File: config.mk
export PLATFORM = sky130hd
export DESIGN_NAME = gpio_in_port
export DESIGN_NICKNAME = d
export VERILOG_FILES = /design/src/rtl/gpio_in_port.sv
export SDC_FILE = /design/constraint.sdc
export NUM_CORES = 1
export LEC_CHECK = 0
export ABC_AREA = 1
export CAP_MARGIN = 20
export CORE_ASPECT_RATIO = 1.2
export CORE_MARGIN = 5
export CORE_UTILIZATION = 51
export DETAILED_ROUTE_END_ITERATION = 7
export GPL_ROUTABILITY_DRIVEN = 0
export PLACE_DENSITY = 0.75
export REMOVE_ABC_BUFFERS = 1
export SETUP_SLACK_MARGIN = 0.2
export SLEW_MARGIN = 20
export SYNTH_ARGS = -nofsm -noshare
export SYNTH_HDL_FRONTEND = slang
export SYNTH_SLANG_ARGS = --single-unit
File: constraint.sdc
create_clock -name clk -period 1.7 [get_ports clk]
set_input_delay 0.51 -clock clk [delete_from_list [all_inputs] [get_ports clk]]
set_output_delay 0.51 -clock clk [all_outputs]
set_load 0.01 [all_outputs]
File: src/rtl/gpio_in_port.sv
// GPIO input port: two-flop synchroniser, per-bit debounce, sticky change flags,
// interrupt mask and a single-cycle request / registered-ack register interface.
module gpio_in_port #(
   parameter int WIDTH    = 8,
   parameter int DB_TICKS = 4
) (
   input  logic             clk,
   input  logic             reset,
   input  logic [WIDTH-1:0] gpio_pins,
   input  logic             tick,
   input  logic             req,
   input  logic             we,
   input  logic [1:0]       addr,
   input  logic [31:0]      wdata,
   output logic [31:0]      rdata,
   output logic             ack,
   output logic             irq
);

   localparam logic [7:0] DB_TICKS_C = 8'(DB_TICKS);
   localparam logic [1:0] ADDR_DATA  = 2'd0;
   localparam logic [1:0] ADDR_FLAGS = 2'd1;
   localparam logic [1:0] ADDR_MASK  = 2'd2;

   logic [WIDTH-1:0] sync1_r;
   logic [WIDTH-1:0] sync2_r;
   logic [WIDTH-1:0] stable_r;
   logic [WIDTH-1:0] flags_r;
   logic [WIDTH-1:0] mask_r;
   logic [7:0]       cnt_r [WIDTH];

   logic [7:0]       cnt_nxt_s [WIDTH];
   logic [WIDTH-1:0] stable_nxt_s;
   logic [WIDTH-1:0] flags_nxt_s;
   logic [WIDTH-1:0] mask_nxt_s;
   logic [WIDTH-1:0] w1c_s;
   logic [31:0]      rd_mux_s;
   logic             wr_s;
   logic             rd_s;
   logic             unused_wdata_s;

   assign wr_s = req & we;
   assign rd_s = req & ~we;
   // Bits of wdata above WIDTH-1 carry no meaning for this port.
   assign unused_wdata_s = ^wdata;

   // Debounce: a differing synchronised bit must persist for DB_TICKS ticks.
   always_comb begin
      stable_nxt_s = stable_r;
      for (int i = 0; i < WIDTH; i++) begin
         cnt_nxt_s[i] = cnt_r[i];
         if (sync2_r[i] == stable_r[i]) begin
            cnt_nxt_s[i] = 8'd0;
         end else if (tick) begin
            if (cnt_r[i] + 8'd1 == DB_TICKS_C) begin
               stable_nxt_s[i] = sync2_r[i];
               cnt_nxt_s[i]    = 8'd0;
            end else begin
               cnt_nxt_s[i] = cnt_r[i] + 8'd1;
            end
         end else begin
            cnt_nxt_s[i] = cnt_r[i];
         end
      end
   end

   // Register writes, read mux and flag update; a new edge overrides a same-cycle W1C.
   always_comb begin
      w1c_s       = {WIDTH{1'b0}};
      mask_nxt_s  = mask_r;
      rd_mux_s    = 32'd0;
      flags_nxt_s = flags_r;
      if (wr_s && (addr == ADDR_FLAGS)) begin
         w1c_s = wdata[WIDTH-1:0];
      end else begin
         w1c_s = {WIDTH{1'b0}};
      end
      if (wr_s && (addr == ADDR_MASK)) begin
         mask_nxt_s = wdata[WIDTH-1:0];
      end else begin
         mask_nxt_s = mask_r;
      end
      case (addr)
         ADDR_DATA:  rd_mux_s = 32'(stable_r);
         ADDR_FLAGS: rd_mux_s = 32'(flags_r);
         ADDR_MASK:  rd_mux_s = 32'(mask_r);
         default:    rd_mux_s = 32'd0;
      endcase
      flags_nxt_s = (flags_r & ~w1c_s) | (stable_nxt_s ^ stable_r);
   end

   // Input path state: synchroniser, debounce counters and stable value.
   always_ff @(posedge clk) begin
      if (reset) begin
         sync1_r  <= {WIDTH{1'b0}};
         sync2_r  <= {WIDTH{1'b0}};
         stable_r <= {WIDTH{1'b0}};
         for (int i = 0; i < WIDTH; i++) begin
            cnt_r[i] <= 8'd0;
         end
      end else begin
         sync1_r  <= gpio_pins;
         sync2_r  <= sync1_r;
         stable_r <= stable_nxt_s;
         for (int i = 0; i < WIDTH; i++) begin
            cnt_r[i] <= cnt_nxt_s[i];
         end
      end
   end

   // Bus-visible state and registered outputs; read data uses pre-update state.
   always_ff @(posedge clk) begin
      if (reset) begin
         flags_r <= {WIDTH{1'b0}};
         mask_r  <= {WIDTH{1'b0}};
         rdata   <= 32'd0;
         ack     <= 1'b0;
         irq     <= 1'b0;
      end else begin
         flags_r <= flags_nxt_s;
         mask_r  <= mask_nxt_s;
         ack     <= req;
         rdata   <= rd_s ? rd_mux_s : 32'd0;
         irq     <= |(flags_r & mask_r);
      end
   end

endmodule

### Word level (Yosys, flattened, before mapping)

Memories as Yosys holds them, arrays and structs flattened.
Cells that the tools add are included.
Widths: inputs -> output; s select.

* equality and inequality tests: 18
* add/sub/neg operators: 8
* reductions and logical operators: 5
* mux-type cells: 61
* bitwise gates (word level): 17

Operators by type and width (number)
* $mux 8: 33
* $add 8x1->8 const B: 8
* $eq 8x3->1 const B: 8
* $mux 1: 27
* $pmux 8 s3: 1
* $and 8x8->8: 2
* $eq 1x1->1: 8
* $not 8->8: 1
* $or 1x1->1: 8
* $or 8x8->8: 1
* $reduce_or 8->1: 1
* $xor 8x8->8: 1
* $and 1x1->1: 2
* $eq 2x1->1 const B: 1
* $eq 2x2->1 const B: 1
* $logic_and 1x1->1: 2
* $logic_not 2->1: 1
* $not 1->1: 2
* $reduce_or 2->1: 1

* output and inout port bits: 34
* flip-flop bits (word level): 74
* memories: 1
* bits in writable memories: 64

Memory list
* cnt_r: words 8, width 8, rd ports 8, clocked after Yosys merged registers in 0, wr ports 8, RTL line 30 `logic [7:0] cnt_r [WIDTH];`

### Logic depth before layout (Yosys ltp)

An unclocked memory read counts as a cell.

* depth in word-level cells: 8
* gate-level depth with buffers: 12

### Worst setup path before layout

No wires, ideal clock.

* path type: register to register
* start point: memory cnt_r[5][0], in the netlist cnt_r[1][8]
* end point: register stable_r[5]
* clock period less this slack: 1.430 ns
* stages on the path, launching flop included: 13
* data arrival time: 1.367 ns
* path slack: 0.270 ns
* cell sequence: dfxtp_1 ha_1 nand2_1 inv_1 nor2_1 nand2_1 nor2_1 nand2_1 nor2_2 nand3_2 nand2_1 inv_1 nor2_1

RTL lines
* start, declared: RTL line 30
* end signal, assigned: RTL line 97 `stable_r <= {WIDTH{1'b0}};`
* end signal, assigned: RTL line 104 `stable_r <= stable_nxt_s;`
* end, declared: RTL line 27 `logic [WIDTH-1:0] stable_r;`

==> results.sh <==
export IMPL_cts_max_path_buffers=2
export IMPL_core_area_sq_mm=0.0116
export IMPL_fmax_mhz=673
export IMPL_status="finished, final reports clean"
export IMPL_seq_area_frac_synth_pct=37.6
export IMPL_synth_edf_count=0
export IMPL_drc=0
export IMPL_crit_family="simple AND/OR/NAND/NOR gates"
export IMPL_path_buf_inv=2
export IMPL_gr_total_overflow=0
export IMPL_nNetsFinal=1075
export IMPL_htree_levels=4
export IMPL_port_buffers=32
export IMPL_die_y_um=130
export IMPL_grt_pass1_wl_um=23400
export IMPL_layout_min_cycle_time_ps=1490
export IMPL_path_class="reg2reg"
export IMPL_async_flop_share_pct=0
export IMPL_crit_path_max_incr_delay_ps=370
export IMPL_worstSkewPairLatency_ps=410
export IMPL_drtIter0Drc=316
export IMPL_clock_sinks=114
export IMPL_netlist_area_leader_share_pct=37.6
export IMPL_synth_area_per_cell_sq_um=6.58
export IMPL_area_growth_pct=31.3
export IMPL_viasPerCell=5.01
export IMPL_dieArea_sq_mm=0.0142
export IMPL_crit_arrival_ps=1760
export IMPL_cpMaxStageDelayCell="dfxtp_4"
export IMPL_cp_cell_sequence="ha_4 -> nand2_4 -> inv_4 -> nor2_4 -> nand3_2 -> nor2_2 -> buf_4 -> nand3_1 -> nand2_1 -> a21oi_1"
export IMPL_critPathRequiredTime_ps=1980
export IMPL_yosysWarnings=0
export IMPL_holdWs_ps=399
export IMPL_cp_startpoint="cnt_r[0][25]"
export IMPL_grt_usage_pct=20.3
export IMPL_maxCapViolations=0
export IMPL_fin_tns_setup_ps=0
export IMPL_wl_per_cell_um=12.2
export IMPL_core_rowCount=43
export IMPL_yosysMostFrequentCell="nand2_1"
export IMPL_end_kind="register"
export IMPL_grt_max_degree=68
export IMPL_die_w_um=110
export IMPL_power_density_mw_per_mm2=842
export IMPL_cts_buffers=17
export IMPL_hold_viol=0
export IMPL_min_from="sync1_r[2]"
export IMPL_ys_flop_type="dfxtp_1"
export IMPL_timing_rr_start="cnt_r[0][25]"
export IMPL_antenna_left=0
export IMPL_start_util_pct=52.3
export IMPL_layout_drive_gt1_share_pct=21.6
export IMPL_hold_class="reg2reg"
export IMPL_yosys_top_cells_area="dfxtp_1 (38%), nand2_1 (13%), inv_1 (9.6%)"
export IMPL_use_met1_pct=24.4
export IMPL_synthCells=924
export IMPL_fin_area_sq_mm=0.00798
export IMPL_first_pass_iters=6
export IMPL_grt_busiest_layer="met2"
export IMPL_diodes=0
export IMPL_period_share_pct=87.4
export IMPL_cp_max_fo=5
export IMPL_synthTopCellsByCount="nand2_1 (206), inv_1 (155), nor2_1 (117), dfxtp_1 (114), nand3_1 (83)"
export IMPL_rsz0062_at_grt="yes"
export IMPL_tritoncts="yes"
export IMPL_fin_util_pct=68.6
export IMPL_ir_drop_uv=641
export IMPL_cts_root_buf="clkbuf_16"
export IMPL_setup_violations=0
export IMPL_path_clk_slew_ps=50
export IMPL_grtUsageMet3_pct=4.78
export IMPL_syn_cell_area_sq_mm=0.00608
export IMPL_place_area_sq_mm=0.00675
export IMPL_leakagePower_nw=3.73
export IMPL_holdBufCountCts=0
export IMPL_grt_pass1_vias=5434
export IMPL_start_kind="register"
export IMPL_antenna_found_initial=0
export IMPL_via_count=5923
export IMPL_synth_area_leader_cell="dfxtp_1"
export IMPL_io_pins=81
export IMPL_wl_um=14500
export IMPL_ys_ff_latch=114
export IMPL_final_max_slew_viol_count=0
export IMPL_dp_hpwl_um=9130
export IMPL_synth_cell_types=29
export IMPL_grt_use_met2_pct=34.6
export IMPL_p_total_mw=6.72
export IMPL_fin_skew_ps=6.66
[layer usage]
layer | vias up | share of wire [%]
met5 | - | 0
met4 | 0 | 2.1
met3 | 31 | 5.1
met2 | 162 | 51
met1 | 2675 | 42
li1 | 3055 | -
[placed cells by master (no fill, tap or decap), drive strengths merged]
master,Yosys,routed
dlygate4sd2,0,1
clkdlybuf4s15,0,9
buf,31,58
nand3,88,88
ha,16,16
clkinvlp,0,3
o21bai,4,4
dfxtp,114,114
xnor2,1,1
dlymetal6s2s,0,3
xor2,7,7
bufbuf,0,1
nor2,128,128
bufinv,0,3
a221oi,2,2
nor3,3,3
clkdlybuf4s50,0,17
nand4,18,18
clkinv,3,6
nand2,210,210
a22o,1,1
clkbuf,13,23
conb,1,24
o211ai,12,12
inv,160,161
a21oi,45,45
o21ai,67,67
[stage by stage]
| step | worst slack (ps) | instances |
|---|---|---|
| floorplan | -25.9 | 903 |
| global placement | -280 | 1128 |
| detailed placement | -322 | 1128 |
| CTS | 156 | 1173 |
| global route | 81.3 | 1182 |
| finish | 215 | 1182 |
[worst register-to-register path, delay by kind of cell (launching register included)]
kind / cells / cell delay [ps]
buf+inv: 2 / 170
flops: 1 / 370
simple gates: 6 / 570
compound gates: 1 / 70
fa+ha+maj: 1 / 180
[sequential cells by signal, summed over array words and instances (netlist names)]
name,count
ack,1
cnt_r,64
flags_r,8
irq,1
mask_r,8
rdata,8
stable_r,8
sync1_r,8
sync2_r,8
[final timing paths]
path                       end  slack (ps)  cells past startpoint
setup / recovery  cnt_r[0][26]         210                     10
setup reg to reg  cnt_r[0][26]         210                     10
hold reg to reg     sync2_r[2]         400                      2
hold / removal      sync2_r[2]         400                      2
[repair_timing]
action | CTS | global route
setup buffers | 12 | 9
endpoints found under the setup margin | 62 | 43
pin swaps | 24 | 51
gates resized for setup | 69 | 100
gates cloned | 1 | 0
[report_power, final]
group | total (mW) | switching [mW] | internal, mW
combinational | 0.404 | 0.233 | 0.171
sequential | 2.73 | 0.0313 | 2.70
clock | 3.58 | 1.22 | 2.37
[area by class of cell]
class                   count  area, sq um
repair buffers             90          852
clock inverters            10          133
fillers                   954         3650
inverters                 163          619
clock buffers              22          464
flip-flops and latches    114         2350
well taps                 157          196
multi-input cells         626         3360
[cell families after synthesis]
group	synth area share [%]
AOI/OAI and AO/OA	11.6
xor gates and xnor gates	1.15
adders and majority gates	3.29
buffers and inverters	14.5
DFF	37.6
other	0.0617
and+or+nand+nor	31.8
No activity file was read; power rests on OpenSTA's default activity.
==> RTL edit (config.mk and constraints unchanged) <==
The output `irq` loses its register stage (`irq` becomes a continuous assignment).
--- a/src/rtl/gpio_in_port.sv
+++ b/src/rtl/gpio_in_port.sv
@@ -117,3 +117,2 @@
          ack     <= 1'b0;
-         irq     <= 1'b0;
       end else begin
@@ -123,3 +122,2 @@
          rdata   <= rd_s ? rd_mux_s : 32'd0;
-         irq     <= |(flags_r & mask_r);
       end
@@ -127,2 +125,4 @@
 
+   assign irq = |(flags_r & mask_r);
+
 endmodule
Function: changed (a bounded check fails within 10 cycles, from zero or initial values and one cycle with reset high).
==> RTL edit against the original RTL <==
  * The run now ends with negative setup slack left
  * Worst setup slack got worse by 0.47 ns
  * Design area rose by 2.3%
  * Utilization rose by 1.9 points
  * Wire length rose by 6.4%
  * Non-clock buffer count rose by 20
  * Sequential cell count fell by 1
  * Area after synthesis fell by 0.95%
  * Total power fell by 3.4%
==> RTL edit: results (changes against the original RTL) <==
* Place WS at -0.260 ns (+0.0629 ns)
* Tot GR Track Use at 20.1% (-0.17 points)
* Worst setup margin at -0.254 ns (-0.469 ns)
* Ratio of cells with drive above 1 in the final layout at 23.9% (+2.4 points)
* Post-synthesis instance total at 925 (+0.11%)
* CP Data Arrival Time at 1.44 ns (-0.32 ns)
* DR iter-0 viols at 322 (+1.9%)
* Vias in the first global route at 5250 (-3.4%)
* Hpwl dp at 9.22 mm (+0.93%)
* Nets@finish at 1096 (+2.0%)
* Total Wirelength at 15.4 mm (+6.4%)
* Via density at 5.05 (+0.74%)
* CP max FO at 2 (-3)
* Flop2flop setup slack at 0.18 ns (-0.03 ns)
* Maximum vdd ir drop at 521 uV (-19%)
* Setup crit end: irq
* Count of cell types in the netlist at 26 (-10%)
* R2r endpoint: stable_r[0]
* FF-to-FF Start: cnt_r[0][0]
* Clock Skew at 0.00534 ns (-0.00132 ns)
* Post-synthesis sequential area ratio at 37.6% (about the same)
* Top cells by area, synth: dfxtp_1 (38%), nand2_1 (13%), inv_1 (10%)
* DRT Pass-1 Iters at 5 (-1)
* Synth cell count leaders: nand2_1 (214), inv_1 (164), nor2_1 (116)
* IO buf count at 32 (unchanged)
* Critical Path Start: flags_r[1]
* Largest net degree at the start of global routing at 38 (-44%)
* Post-Layout Cell Count at 1201 (+1.6%)
* Final setup fails at 1 (+1)
* Async S/R FF share, synth at 0% (unchanged)
* First-pass GRT wire length at 22.8 mm (-2.6%)
* Register-to-Register Path Depth at 11 (+1)
* Static leakage at 3.87 nW (+3.6%)
* Clock Latency Late Sink at 0.41 ns (about the same)
* Htree depth at 4 (unchanged)
* Antenna diodes at 0 (unchanged)
* Max FFs per register at 64 (unchanged)
* Violations in the final reports: negative setup slack
* Ys Warns at 0 (unchanged)
* Worst hold path class: reg -> reg
* Status: complete, but fails checks
-- RTL edit: changes by cell type in the layout (fill, tap and decap cells not counted), moves of 5 or more --
| cell | delta |
|---|---|
| buf_4 | +16 |
| inv_1 | +7 |
| nor2_1 | -7 |
| o21ai_1 | -6 |
| a21oi_1 | -5 |
-- RTL edit: logic make-up (layout without fill, tap and decap cells) --
| group | Yosys count | count (layout) | synth area share, % |
|---|---|---|---|
| adder cells (fa/ha/maj) | 16 | 16 | 3.33 |
| other | 1 | 24 | 0.0623 |
| AND/OR/NAND/NOR | 451 | 451 | 31.6 |
| buffers and inverters | 209 | 305 | 14.8 |
| flip-flops | 113 | 113 | 37.6 |
| XOR/XNOR | 10 | 10 | 1.46 |
| AO/OA/AOI/OAI | 125 | 125 | 11.2 |
-- RTL edit: repair_timing --
| action | 4_1_cts | 5_1_grt |
|---|---|---|
| gates resized for setup | 61 | 159 |
| pin swaps | 17 | 74 |
| setup buffers | 9 | 18 |
| gates cloned | 0 | 2 |
| setup endpoints to repair | 42 | 67 |
-- RTL edit: final cells by class --
cell class | count | area [um2]
multi-input cells | 626 | 3440
fillers | 881 | 3410
flip-flops and latches | 113 | 2340
repair buffers | 110 | 1000
inverters | 165 | 627
clock buffers | 23 | 468
well taps | 157 | 196
clock inverters | 7 | 85.1
-- RTL edit: worst min path at each step --
stage / endpoint / slack (ns) / depth (start not counted) / from
2_1_floorplan: sync2_r[0] / 0.39 / 2 / sync1_r[0]
6_report: sync2_r[5] / 0.40 / 2 / sync1_r[5]
3_3_place_gp: sync2_r[7] / 0.39 / 2 / sync1_r[7]
3_5_place_dp: sync2_r[4] / 0.40 / 2 / sync1_r[4]
5_1_grt: sync2_r[6] / 0.43 / 2 / sync1_r[6]
4_1_cts: sync2_r[1] / 0.41 / 2 / sync1_r[1]
-- RTL edit: critical path, stage by stage, from the launching register on --
cell      delay (ns)
dfxtp_2         0.32
a22o_1          0.24
a221oi_2        0.19
nand2_1         0.12
buf_2           0.16
-- RTL edit: metrics by stage --
step	setup TNS [ns]	cell area (um2)
2_1_floorplan	-11.11	5840
3_3_place_gp	-8.14	6770
3_5_place_dp	-9.96	6770
4_1_cts	-0.243	7490
5_1_grt	-0.309	8160
6_report	-0.254	8160
-- RTL edit: metal layers --
layer  routed length [um]  track usage [%]
met5                    0                0
met4                  358             8.92
met3                  758             4.82
met2                 7680             33.8
met1                 6600             24.3
-- RTL edit: report_power, final --
group	switching (mW)	internal [mW]	total (mW)
clock	1.17	2.20	3.37
combinational	0.241	0.177	0.418
sequential	0.0313	2.67	2.71
